**config.mk**
```make
export PLATFORM = sky130hd
export DESIGN_NAME = fetch_unit
export DESIGN_NICKNAME = d
export VERILOG_FILES = /design/src/rtl/fetch_unit.sv
export SDC_FILE = /design/constraint.sdc
export NUM_CORES = 1
export LEC_CHECK = 0
export CAP_MARGIN = 20
export CORE_MARGIN = 3
export CORE_UTILIZATION = 45
export CTS_CLUSTER_SIZE = 12
export DETAILED_ROUTE_END_ITERATION = 10
export PLACE_DENSITY = 0.78
export REMOVE_ABC_BUFFERS = 1
export SLEW_MARGIN = 5
export SYNTH_ARGS = -nofsm -noshare
export SYNTH_HDL_FRONTEND = slang
export SYNTH_SLANG_ARGS = --single-unit
export TNS_END_PERCENT = 5
```
**constraint.sdc**
```tcl
create_clock -name clk -period 2.9 [get_ports clk]
set_input_delay 0.725 -clock clk [delete_from_list [all_inputs] [get_ports clk]]
set_output_delay 0.725 -clock clk [all_outputs]
set_load 0.02 [all_outputs]
```
**src/rtl/fetch_unit.sv**
```systemverilog
// Instruction fetch stage: PC, one outstanding imem request, DEPTH-entry queue to the decoder.
// Optional FETCH_BYPASS_EN: an ack into an empty queue is presented to the decoder in the same cycle.
module fetch_unit #(
  parameter int                ADDR_W   = 16,
  parameter int                DEPTH    = 4,
  parameter logic [ADDR_W-1:0] RESET_PC = '0
) (
  input  logic              clk,
  input  logic              rst,
  output logic              imem_req,
  output logic [ADDR_W-1:0] imem_addr,
  input  logic              imem_ack,
  input  logic [31:0]       imem_rdata,
  input  logic              redirect,
  input  logic [ADDR_W-1:0] redirect_pc,
  input  logic              halt,
  output logic              instr_valid,
  output logic [31:0]       instr,
  output logic [ADDR_W-1:0] instr_pc,
  input  logic              instr_ready,
  output logic              halted,
  output logic [1:0]        dbg_state
);

  localparam int PTR_W = $clog2(DEPTH);
  localparam int CNT_W = PTR_W + 1;

  typedef enum logic [1:0] {
    S_RUN     = 2'd0,
    S_DISCARD = 2'd1,
    S_HALTED  = 2'd2
  } state_t;

  state_t            state_q, state_d;
  logic              halt_pend_q, halt_pend_d;
  logic [ADDR_W-1:0] pc_q, pc_d;
  logic [ADDR_W-1:0] old_addr_q, old_addr_d;
  logic              req_en_q;
  logic              flush, push, acked, byp, q_valid, q_pop;

  logic [CNT_W-1:0]  cnt_q;
  logic [PTR_W-1:0]  wr_ptr_q, rd_ptr_q;
  logic [31:0]       mem_data [DEPTH];
  logic [ADDR_W-1:0] mem_pc   [DEPTH];

  // imem: req is held with addr stable until a one-cycle ack; an ack without req is ignored.
  // Decoder side: a word transfers on every cycle with instr_valid & instr_ready.
  assign imem_req  = req_en_q &
                     (((state_q == S_RUN) && (cnt_q != CNT_W'(DEPTH))) || (state_q == S_DISCARD));
  assign imem_addr = (state_q == S_DISCARD) ? old_addr_q : pc_q;
  assign acked     = imem_ack & imem_req;
  assign q_valid   = (cnt_q != '0) && (state_q != S_HALTED);
  assign halted    = (state_q == S_HALTED);
  assign dbg_state = state_q;

`ifdef FETCH_BYPASS_EN
  assign byp         = (state_q == S_RUN) && (cnt_q == '0) && acked && !redirect && !halt;
  assign instr_valid = q_valid | byp;
  assign instr       = byp ? imem_rdata : (q_valid ? mem_data[rd_ptr_q] : '0);
  assign instr_pc    = byp ? pc_q : (q_valid ? mem_pc[rd_ptr_q] : '0);
`else
  assign byp         = 1'b0;
  assign instr_valid = q_valid;
  assign instr       = q_valid ? mem_data[rd_ptr_q] : '0;
  assign instr_pc    = q_valid ? mem_pc[rd_ptr_q] : '0;
`endif

  // A bypassed word never enters the queue, so only queued words pop it.
  assign q_pop = q_valid & instr_ready & ~byp;

  always_ff @(posedge clk) begin
    if (rst) begin
      state_q     <= S_RUN;
      halt_pend_q <= 1'b0;
      pc_q        <= RESET_PC;
      old_addr_q  <= RESET_PC;
      req_en_q    <= 1'b0;
    end else begin
      state_q     <= state_d;
      halt_pend_q <= halt_pend_d;
      pc_q        <= pc_d;
      old_addr_q  <= old_addr_d;
      req_en_q    <= 1'b1;
    end
  end

  always_comb begin
    state_d     = state_q;
    halt_pend_d = halt_pend_q;
    pc_d        = pc_q;
    old_addr_d  = old_addr_q;
    flush       = 1'b0;
    push        = 1'b0;
    case (state_q)
      S_RUN: begin
        if (halt) begin
          flush = 1'b1;
          if (imem_req && !imem_ack) begin
            state_d     = S_DISCARD;
            halt_pend_d = 1'b1;
            old_addr_d  = pc_q;
          end else begin
            state_d = S_HALTED;
          end
        end else if (redirect) begin
          flush = 1'b1;
          pc_d  = redirect_pc;
          if (imem_req && !imem_ack) begin
            state_d    = S_DISCARD;
            old_addr_d = pc_q;
          end
        end else if (acked) begin
          pc_d = pc_q + ADDR_W'(1);
          push = !(byp && instr_ready);
        end
      end
      S_DISCARD: begin
        // Old request must still complete; its data is thrown away.
        if (halt) halt_pend_d = 1'b1;
        else if (redirect && !halt_pend_q) pc_d = redirect_pc;
        if (acked) state_d = (halt || halt_pend_q) ? S_HALTED : S_RUN;
      end
      S_HALTED: ;
      default: state_d = S_RUN;
    endcase
  end

  always_ff @(posedge clk) begin
    if (rst) begin
      cnt_q    <= '0;
      wr_ptr_q <= '0;
      rd_ptr_q <= '0;
    end else if (flush) begin
      cnt_q    <= '0;
      wr_ptr_q <= '0;
      rd_ptr_q <= '0;
    end else begin
      if (push)  wr_ptr_q <= wr_ptr_q + PTR_W'(1);
      if (q_pop) rd_ptr_q <= rd_ptr_q + PTR_W'(1);
      if (push && !q_pop)      cnt_q <= cnt_q + CNT_W'(1);
      else if (!push && q_pop) cnt_q <= cnt_q - CNT_W'(1);
    end
  end

  always_ff @(posedge clk) begin
    if (push) begin
      mem_data[wr_ptr_q] <= imem_rdata;
      mem_pc[wr_ptr_q]   <= pc_q;
    end
  end

endmodule
```
==> results.ini, run 1 <==
[run_status]
status = finished clean

[place]
port-buffer-count = 122
placed_cells = 1048
hpwl_um = 14100
gp_congestion = 0.894
dp_slack_ns = -0.0640

[synthesis]
synthFlopType = edfxtp_1
synth_edf_count = 192
yosysMostFrequentCell = edfxtp_1
synth_seq_area_share = 0.671
ys_top_cells_by_area = edfxtp_1 58%, mux4_2 11%, dfxtp_1 9.1%
syn-cell-area_um2 = 9930
synth_top_area_cell = edfxtp_1
ys_types = 61
synth_top_area_share = 0.580
syn_inst = 657
ys_async_sr_fraction = 0
syn-mean-instance-area_um2 = 15.1
synth_seq_cells = 237
synthTopCellsByCount = 192 x edfxtp_1, 52 x and3_1, 51 x nand2_1
yosysWarnings = 0

[finish]
syn_to_final_growth_pct = 25.1
antenna_cells = 0
layout-drive-gt1-share = 0.202
final_cells = 1092
nFillCells = 1676
nNetsFinal = 867

[critical_path]
cp_slowest_cell = mux4_2
worstSetupStartpointType = flop
crit_type = reg2out
critPathArrivalTime_ns = 2.14
critPathMaxFanout = 12
cp.required_ns = 2.17
max_stage_delay_ns = 0.50
ff2ff_path_depth = 9
cp_num_cells = 5
path_delay_family = buffers and inverters
regToRegSetupSlack_ns = 0.44
cp_cell_sequence = buf_12, buf_6, mux4_2, and3_1, clkdlybuf4s15_2
cp-end-kind = primary output
cp_num_buf_inv = 3

[drt]
routed_wl_um = 22400
postRouteAntennaNets = 0
vias = 6398
viasPerCell = 5.86
drc = 0
drt_pass1_iterations = 5
drt_iter0_drc = 681
wl_per_cell_um = 20.5

[hold_path]
holdPathStages = 2
hold_path.class = reg2reg

[sta]
period_minus_slack_ns = 2.87
relSlewSlack = 0.588
skew_ns = 0.0113
fin_ws_ns = 0.0326
period_share = 0.989
fmax_mhz = 349
rsz0062_at_grt = true
slew_violations = 0
setup_viol = 0
tightest_slew_ns = 0.614
whs_ns = 0.476
finalSetupTns_ns = 0
hold_viol = 0

[global_route]
grt_max_degree = 52
grt_pass1_vias = 6442
grt_pass1_wl_um = 35800
antenna_found_initial = 0
grt_usage = 0.187
grt-ovfl-total = 0

[clock_tree]
cts_tree = built
insertion_delay_ns = 0.50
clkTransAtPathRegs_ns = 0.06
root_buffer = clkbuf_16
htree_num_levels = 1
clock_path_buffers = 3
cts_buffers = 25
cts.sinks = 237

[die]
core_area_um2 = 21400
start_util = 0.465
die_w_um = 155
row_count = 53
die_area_um2 = 23900
ioPinCount = 123
fp.dieH_um = 155

[power_and_ir_drop]
power.density_nw_per_um2 = 598
ir_drop_mv = 0.334
leakage_nw = 4.58

[run]
maxCapViolCount = 0

layout make-up:
cell class                      instances  area [µm²]  share of cell area
Clock inverter                          7        58.8             0.00473
Sequential cell                       237        6670               0.537
Timing Repair Buffer                  171        1650               0.133
Clock buffer                           31         648              0.0522
Multi-Input combinational cell        354        2980               0.240
Tap cell                              275         344              0.0277
Inverter                               17        63.8             0.00514
what timing repair did:
action	4_1_cts	5_1_grt
hold buffers	0	0
pin swaps	0	0
resized for setup	84	40
endpoints found under the hold margin	0	0
buffers inserted	3	3
setup endpoints to repair	59	38
worst paths after layout:
| path | startpoint | to |
|---|---|---|
| worst max-delay path | flop | instr[29] |
| worst min-delay path | old_addr_q[7] | old_addr_q[7] |
| worst min register to register | old_addr_q[7] | old_addr_q[7] |
| worst max register to register | dbg_state[1] | cnt_q[2] |
metrics by stage:
stage | instance area (µm²) | utilization | total power, mW
after global placement | 11700 | 0.549 | 4.69
final | 12400 | 0.582 | 7.43
after detailed placement | 11700 | 0.549 | 4.71
after CTS | 12400 | 0.581 | 7.49
after floorplan | 9700 | - | 4.25
after global routing | 12400 | 0.582 | 7.71
power breakdown:
| group | switching [mW] | leakage [nW] | total [mW] | internal [mW] |
|---|---|---|---|---|
| logic | 0.484 | 2.15 | 0.831 | 0.348 |
| clock network | 1.17 | 0.342 | 2.81 | 1.65 |
| registers | 0.0562 | 2.09 | 3.79 | 3.73 |
| total | 1.71 | 4.58 | 7.43 | 5.72 |
sequential cells by signal, indices dropped and copies added, names as in the netlist, named ones only:
| signal | cells |
|---|---|
| cnt_q | 3 |
| dbg_state | 2 |
| halt_pend_q | 1 |
| mem_data | 128 |
| mem_pc | 64 |
| old_addr_q | 16 |
| pc_q | 16 |
| rd_ptr_q | 2 |
| req_en_q | 1 |
| wr_ptr_q | 2 |
layer usage:
layer | GRT usage | vias up | wire length [µm]
met5 | 0 | - | 0
met4 | 0.0421 | 0 | 382
met3 | 0.0389 | 41 | 2090
met2 | 0.296 | 329 | 10400
met1 | 0.271 | 3152 | 9520
li1 | - | 2876 | -
cells in the final DEF, fill, tap and decap left out, drive strengths merged, types with 2 or more instances in the layout:
cell,n
edfxtp,192
o32ai,10
and3,52
mux2i,2
mux4,48
inv,16
nand4,9
clkinv,6
ha,6
a2bb2oi,6
nor4b,3
xor2,4
o31a,2
or3,3
nor2,16
nor4,4
nand3,26
o22ai,4
dlygate4sd2,27
nor3,5
clkdlybuf4s50,57
nand2,52
buf,54
and2,6
and4,5
o21ai,36
dlymetal6s2s,12
a21oi,21
nor2b,2
a221oi,3
clkbuf,41
dfxtp,45
clkdlybuf4s15,11
a22oi,11
tightest hold or removal path, delay by kind of cell, from the launching register on:
| kind | cells | cell delay [ns] |
|---|---|---|
| flops | 1 | 0.30 |
| compound gates | 2 | 0.12 |
cells by family after synthesis:
kind of cell / Yosys count / share of synthesized area
DFF: 237 / 0.671
AOI/OAI and AO/OA: 102 / 0.0669
muxes: 50 / 0.111
xor gates and xnor gates: 5 / 0.00441
and+or+nand+nor: 190 / 0.107
buffers and inverters: 66 / 0.0297
adders and majority gates: 7 / 0.00957
Power figures use the tool's default switching activity.
==> inputs of run 2 (changes only) <==
- TNS_END_PERCENT: 5 -> not set
==> results.ini, run 2 (synthesis gave the netlist of run 1 again) <==
[clock_tree]
cts.sinks = 237  ; unchanged
root_buffer = clkbuf_16
ctsHoldBuffers = 0  ; unchanged
insertion_delay_ns = 0.50  ; about the same
cts_tree = built
clock_path_buffers = 3  ; unchanged
cts_buffers = 25  ; unchanged
htree_num_levels = 1  ; unchanged
clkTransAtPathRegs_ns = 0.06  ; about the same

[run_status]
status = finished clean

[finish]
nNetsFinal = 870  ; +0.35%
syn_to_final_growth_pct = 25.4
layout-drive-gt1-share = 0.204  ; +0.00170
multi_input_area_um2 = 2990  ; +0.34%
final_common_cell = edfxtp_1
final_cell_mix = 192 x edfxtp_1, 57 x clkdlybuf4s50_1, 51 x nand2_1
antenna_cells = 0  ; unchanged
nFillCells = 1677  ; +0.060%
fin_area_um2 = 12500  ; +0.24%
largest_reg_flops = 128  ; unchanged
reg.largest.list = mem_data (128), mem_pc (64)
layout.area.seq_um2 = 6670  ; unchanged
largest_register = mem_data
final_cells = 1095  ; +0.27%

[place]
hpwl_um = 14100  ; unchanged
post_dp_cell_area_um2 = 11700  ; unchanged
dp_slack_ns = -0.0640  ; unchanged
placed_cells = 1048  ; unchanged
gp_congestion = 0.894  ; unchanged
port-buffer-count = 122  ; unchanged

[sta]
period_share = 0.987  ; -0.00135
fmax_mhz = 349  ; +0.14%
slew_violations = 0  ; unchanged
tightest_slew_ns = 0.616  ; +0.00110 ns
fin_ws_ns = 0.0365  ; +0.00392 ns
whs_ns = 0.477  ; +0.00136 ns
relSlewSlack = 0.587  ; -0.000741
hold_viol = 0  ; unchanged
skew_ns = 0.00941  ; -0.00191 ns
period_minus_slack_ns = 2.86  ; -0.00392 ns
rsz0062_at_grt = true
setup_viol = 0  ; unchanged

[die]
row_count = 53  ; unchanged
die_w_um = 155  ; unchanged
die_area_um2 = 23900  ; unchanged
fp.dieH_um = 155  ; unchanged
start_util = 0.465  ; unchanged
ioPinCount = 123  ; unchanged
core_area_um2 = 21400  ; unchanged

[power_and_ir_drop]
p_total_mw = 7.43  ; about the same
power.density_nw_per_um2 = 597  ; -0.22%
leakage_nw = 4.61  ; +0.71%
ir_drop_mv = 0.332  ; -0.42%

[global_route]
grt-ovfl-total = 0  ; unchanged
antenna_found_initial = 0  ; unchanged
grt_max_degree = 52  ; unchanged
grt_pass1_vias = 6462  ; +0.31%
grt_pass1_wl_um = 35900  ; +0.23%
grt_usage = 0.188  ; +0.000364

[drt]
vias = 6407  ; +0.14%
routed_wl_um = 22500  ; +0.34%
wl_per_cell_um = 20.5  ; about the same
drt_pass1_iterations = 5  ; unchanged
viasPerCell = 5.85  ; -0.13%
drt_iter0_drc = 749  ; +10%
postRouteAntennaNets = 0  ; unchanged
drc = 0  ; unchanged

[critical_path]
cp-end-kind = primary output
critPathMaxFanout = 12  ; unchanged
worstSetupStartpointType = flop
critPathArrivalTime_ns = 2.14  ; about the same
crit_type = reg2out
cp.required_ns = 2.17  ; about the same

[run]
maxCapViolCount = 0  ; unchanged

[hold_path]
hold_path.class = reg2reg

[run 2: final cells by class]
| class | count | area share |
|---|---|---|
| Tap cell | 275 | 0.0276 |
| Sequential cell | 237 | 0.536 |
| Timing Repair Buffer | 174 | 0.134 |
| Inverter | 17 | 0.00512 |
| Clock buffer | 31 | 0.0520 |
| Clock inverter | 7 | 0.00472 |
| Multi-Input combinational cell | 354 | 0.240 |
[run 2: stage by stage]
| stage | util | TNS (ns) |
|---|---|---|
| after floorplan | - | -42.31 |
| after global placement | 0.549 | 0 |
| after detailed placement | 0.549 | -0.0640 |
| after CTS | 0.581 | -0.120 |
| after global routing | 0.583 | -0.137 |
| final | 0.583 | 0 |
[run 2: worst max-delay path, stage by stage (launching register included)]
cell and delay [ns]:
dfxtp_4 0.41, buf_12 0.16, buf_4 0.12, buf_4 0.10
mux4_2 0.50, and3_1 0.19, buf_2 0.15
[run 2: layer usage]
metal	vias to the layer above	routed length, µm	track usage
li1	2883	-	-
met1	3169	9480	0.272
met2	316	10500	0.297
met3	39	2130	0.0389
met4	0	376	0.0421
met5	-	0	0
[run 2: final timing paths]
path	start	endpoint	slack, ns	depth (start not counted)
max	flop	instr[16]	0.04	6
min	old_addr_q[7]	old_addr_q[7]	0.48	2
max reg2reg	dbg_state[1]	cnt_q[2]	0.45	9
min reg2reg	old_addr_q[7]	old_addr_q[7]	0.48	2
[run 2: what timing repair did]
item	4_1_cts	5_1_grt
setup buffers	6	3
resized for setup	88	36
pin swaps	0	0
endpoints found under the setup margin	59	34
[run 2: power breakdown]
| group | switching, mW | internal [mW] | leakage [nW] |
|---|---|---|---|
| Clock | 1.16 | 1.65 | 0.342 |
| Sequential | 0.0561 | 3.73 | 2.09 |
| Combinational | 0.486 | 0.350 | 2.18 |
| Total | 1.71 | 5.73 | 4.61 |
==> patch 1, RTL diff (settings of run 1) <==
Make the reset (`rst`) asynchronous in 2 clocked blocks.
--- a/src/rtl/fetch_unit.sv
+++ b/src/rtl/fetch_unit.sv
@@ -68,7 +68,7 @@
   // A bypassed word never enters the queue, so only queued words pop it.
   assign q_pop = q_valid & instr_ready & ~byp;
 
-  always_ff @(posedge clk) begin
+  always_ff @(posedge clk or posedge rst) begin
     if (rst) begin
       state_q     <= S_RUN;
       halt_pend_q <= 1'b0;
@@ -125,7 +125,7 @@
     endcase
   end
 
-  always_ff @(posedge clk) begin
+  always_ff @(posedge clk or posedge rst) begin
     if (rst) begin
       cnt_q    <= '0;
       wr_ptr_q <= '0;
Behaviour: differs if rst is asserted again (counterexample within 4 cycles, from zero or initial values and one cycle with rst high); with rst held inactive, the same outputs for 4 cycles.
==> patch 1 against run 1 <==
  * Design area shrank 0.78%
  * First-iteration DRC count down 32%
  * Clock skew increased by 0.0059 ns
  * Worst setup slack got worse by 0.011 ns
  * Sequential cell count down 2
  * Highest routed layer unchanged
  * Routed wire length fell by 1.6%
  * Final cell count decreased by 7.0%
  * Synthesized area decreased by 0.72%
  * Critical path type unchanged
Power is not compared: it rests on default switching activity, and its combinational part moved more than twofold at a synthesized area within 25%.
==> patch 1: results (changes against run 1) <==
| Metric | Value |
|---|---|
| Post-synth ARST share | 0.1830 (was 0) |
| Clock buffers and inverters, area share | 0.05907 (was 0.05690) |
| Clock buffer depth | 3 (unchanged) |
| Worst skew pair latency | 0.52 ns (was 0.50 ns) |
| Fill count | 1,612 (was 1,676) |
| Clk slew on worst S/H paths | 0.05 ns |
| GRT Total Usage | 0.1876 (was 0.1872) |
| Reg2reg setup slack | 0.29 ns (was 0.44 ns) |
| Drt first pass iters | 4 (was 5) |
| H-tree depth | 1 (unchanged) |
| RR Endpoint | cnt_q[2] (unchanged) |
| Synth cell types | 60 (was 61) |
| Vias | 5,853 (was 6,398) |
| Peak supply drop | 388.1 uV |
| Drt wl/cell | 21.71 um (was 20.54 um) |
| Worst Tran Pin Value | 0.6656 ns (was 0.6144 ns) |
| Initial DRC count | 466 (was 681) |
| Seq/Total Area, Yosys | 0.6938 (was 0.6712) |
| Repair and plain buffers | 163 (was 171) |
| Worst r2r path cells | 10 (was 9) |
| Synthesized area per cell | 17.18 um^2 (was 15.12 um^2) |
| Routability Congestion | 0.8160 (was 0.8939) |
| Outcome | completed (unchanged) |
| Synth area leaders | edfxtp_1 (58%), mux4_2 (11%), dfrtp_1 (11%) (was edfxtp_1 (58%), mux4_2 (11%), dfxtp_1 (9.1%)) |
| Vias in the first global route | 6,234 (was 6,442) |
| Final #Nets | 785 (was 867) |
| R2r startpoint | cnt_q[0] (was dbg_state[1]) |
| Hold Path Cell Cnt | 1 (was 2) |
| Post-synth top cells | edfxtp_1 (192), and3_1 (48), mux4_2 (48) (was edfxtp_1 (192), and3_1 (52), nand2_1 (51)) |
| Highest fanout seen on the critical path | 11 (was 12) |
| EDFF count, synth | 192 (unchanged) |
| Largest net degree at the start of global routing | 55 (was 52) |
| Critical path data arrival time | roughly 2.2 ns |
| Layout cells sized above 1 | 0.2942 (was 0.2020) |
| Area of the multi-input gates | 2831 um^2 (was 2984 um^2) |
| Nonclk inv count | 15 (was 17) |
| Final setup skew | 0.01720 ns (was 0.01132 ns) |
| Slowest stage delay, CP | 0.52 ns (was 0.50 ns) |
| Hold path start | old_addr_q[7] (unchanged) |
| Multi-In Gates | 285 (was 354) |
| Delay-heaviest family, CP | multiplexers (was buffers and inverters) |
| DP Cell Count | 968 (was 1,048) |
| Setup crit end | instr_pc[15] (was instr[29]) |
| Clock buf count | 35 (was 31) |
| Critical-path top delay cell | mux4_2 (unchanged) |
| First-pass GRT wire length | 35,300 um (was 35,850 um) |
| Detail Placement HPWL | 13,830 um (was 14,080 um) |
| Clock Sinks | 235 (was 237) |
| Sequential share of cell area | 0.5556 (was 0.5371) |
| WL final | 22,060 um (was 22,430 um) |
| Worst hold endpoint | old_addr_q[7] (unchanged) |
| Non-clk buf share | 0.1232 (was 0.1330) |
[patch 1: cell types whose count changed after synthesis, sizes merged, moves of 6 or more]
cell	before	now
dfxtp	45	0
dfrtp	0	43
nand2	52	20
o21ai	36	8
mux2	0	27
nand3	26	7
a21oi	21	7
buf	21	11
o211ai	0	9
o32ai	10	1
nor3	5	13
o2bb2ai	0	8
nor2	16	10
[patch 1: what timing repair did]
action	in CTS	in global routing
setup buffers	3	0
setup endpoints to repair	66	39
endpoints found under the hold margin	0	0
cloned	1	0
gates resized for setup	177	34
[patch 1: layer usage]
layer	routed length, um	share of wire	track usage
met5	0	0	0
met4	380	0.017	0.03869
met3	1759	0.080	0.03968
met2	10760	0.49	0.3020
met1	9165	0.42	0.2687
[patch 1: through the flow]
stage          worst slack [ns]  TNS [ns]  hold slack, ns  instance area, um^2
2_1_floorplan           -0.7305    -86.19          0.4522                 9691
3_3_place_gp            0.01971         0          0.4657                11700
3_5_place_dp            -0.1125   -0.6258          0.4912                11700
4_1_cts                 -0.1184   -0.1184          0.5041                12390
5_1_grt                -0.03386   -0.1151          0.5199                12330
6_report                0.02203         0          0.5004                12330
[patch 1: cells by family (layout without fill, tap and decap cells)]
family	after synthesis	count (layout)	synth area share
buf+inv	54	221	0.02297
simple gates	129	129	0.07664
other cells	1	1	0.0003803
xor+xnor	4	4	0.004315
fa+ha+maj	6	6	0.008375
compound gates	64	64	0.04695
flops	235	235	0.6938
mux	81	81	0.1466
[patch 1: report_power, final]
part / internal (uW) / switching, uW / leakage [uW]
clock network: 1630 / 1200 / 0.000359
logic: 1110 / 1020 / 0.00200
registers: 3970 / 385 / 0.00226
total: 6710 / 2610 / 0.00463
==> patch 2, RTL diff (flow settings as in run 1) <==
Made on the original files. Add a define of `FETCH_BYPASS_EN`.
--- a/src/rtl/fetch_unit.sv
+++ b/src/rtl/fetch_unit.sv
@@ -1,5 +1,7 @@
 // Instruction fetch stage: PC, one outstanding imem request, DEPTH-entry queue to the decoder.
 // Optional FETCH_BYPASS_EN: an ack into an empty queue is presented to the decoder in the same cycle.
+`define FETCH_BYPASS_EN
+
 module fetch_unit #(
   parameter int                ADDR_W   = 16,
   parameter int                DEPTH    = 4,
Behaviour: not the same (Yosys sat finds a counterexample within 4 cycles, from zero or initial values and one cycle with rst high).
==> patch 2 against run 1 <==
  * Total power shrank 3.7%
  * Worst setup slack got worse by 0.54 ns
  * Via count is 4.5% lower
  * The run now ends with negative setup slack left
  * Count of clock-buffer cells in the layout grew 3
  * Critical endpoint is now instr[28]
  * Utilization increased by 1.9 points
  * Maximum frequency down 16%
  * Design area grew 2.6%
  * Sequential cell count unchanged
  * Highest routed layer unchanged
  * Worst hold slack better by 0.0065 ns
  * Synthesized area is 1.1% lower
  * Largest power group unchanged
  * Routed wire length is 3.7% lower
  * Final cell count about the same
  * Clock power up 4%
==> patch 2: results (changes against run 1) <==
| Metric | Value |
|---|---|
| DP Cell Count | 1,046 (was 1,048) |
| Slew margin rel. | 0.6473 (was 0.5876) |
| Met2 global-route usage | 0.3023 (was 0.2962) |
| Slowest stage delay, CP | 0.53 ns (was 0.50 ns) |
| GRT Total Usage | 0.1807 (was 0.1872) |
| Wire length on met2 | 10,740 um (was 10,440 um) |
| Detail Placement HPWL | 13,490 um (was 14,080 um) |
| Drt via density | 5.601 (was 5.859) |
| Routability Congestion | 0.8231 (was 0.8939) |
| Fill count | 1,587 (was 1,676) |
| Post_cts resized | 286 (was 84) |
| Failing checks | negative setup slack |
| Final #Nets | 865 (was 867) |
| Synth cell types | 51 (was 61) |
| Met3 Track Usage GR | 0.02899 (was 0.03889) |
| Met1 Wirelength | 9347 um (was 9516 um) |
| Final WS setup | -0.5075 ns (was 0.03257 ns) |
| Vias in the first global route | 6,308 (was 6,442) |
| Synth Area in XOR/XNOR | 0.004457 (was 0.004409) |
| Final setup skew | 0.02495 ns (was 0.01132 ns) |
| Compound-Gate Fraction of Synth Area | 0.08469 (was 0.06689) |
| Seq/Total Area, Yosys | 0.6786 (was 0.6712) |
| Worst r2r path cells | 10 (was 9) |
| Net Sw Frac | 0.2045 (was 0.2296) |
| Critical path data arrival time | 2.68 ns (was 2.14 ns) |
| First-pass GRT wire length | 34,500 um (was 35,850 um) |
| Met1 GRT Util | 0.2552 (was 0.2712) |
| Highest fanout seen on the critical path | 7 (was 12) |
| Drt wl/cell | 19.79 um (was 20.54 um) |
| Synthesized area per cell | 15.54 um^2 (was 15.12 um^2) |
| P_leak | 0.004623 uW (was 0.004582 uW) |
| Post-synth top cells | edfxtp_1 (192), nand2_1 (74), a22o_1 (48), mux4_2 (48), dfxtp_1 (45) (was edfxtp_1 (192), and3_1 (52), nand2_1 (51)) |
| Pre-CTS WS | -1.178 ns (was -0.06401 ns) |
| Final TNS setup | -18.53 ns (was 0 ns) |
| Delay-heaviest family, CP | simple AND/OR/NAND/NOR gates (was buffers and inverters) |
| Largest net degree at the start of global routing | 35 (was 52) |
| Final setup viols | 49 (was 0) |
| Adder-cell share of the synthesized area | 0.009679 (was 0.009574) |
| Post-DP Area | 11,850 um^2 (was 11,720 um^2) |
| Synth area leaders | edfxtp_1 (59%), mux4_2 (11%), dfxtp_1 (9.2%) (was edfxtp_1 (58%), mux4_2 (11%), dfxtp_1 (9.1%)) |
| Vias | 6,111 (was 6,398) |
| Layout cells sized above 1 | 0.2659 (was 0.2020) |
| Initial DRC count | 387 (was 681) |
| Outcome | complete, but fails checks (was completed) |
| Peak supply drop | 312.1 uV (was 333.7 uV) |
| Post-synth ARST share | 0 (unchanged) |
| Post-synthesis mux area share | 0.1284 (was 0.1109) |
| Critical-path top delay cell | or4b_4 (was mux4_2) |
| Met3 routed WL | 1292 um (was 2089 um) |
-- patch 2: worst paths after layout --
path                                    end    startpoint  slack [ns]
worst max register to register     cnt_q[2]  dbg_state[1]        0.07
worst min-delay path            halt_pend_q   halt_pend_q        0.48
worst max-delay path              instr[28]  dbg_state[1]       -0.51
worst min register to register  halt_pend_q   halt_pend_q        0.48
-- patch 2: area by class of cell --
type	instances	area, um^2	area share
Timing Repair Buffer	191	1984	0.1557
Sequential cell	237	6673	0.5235
Multi-Input combinational cell	344	2992	0.2347
Clock buffer	34	659.4	0.05173
Tap cell	275	344.1	0.02699
Clock inverter	5	76.32	0.005987
Inverter	5	18.77	0.001472
-- patch 2: power by group through the flow --
stage	Clock, uW	Sequential (uW)	Combinational (uW)
floorplan	0	3810	196
global placement	0	3810	476
detailed placement	0	3810	483
CTS	2980	3740	494
global route	3130	3750	532
finish	2910	3740	495
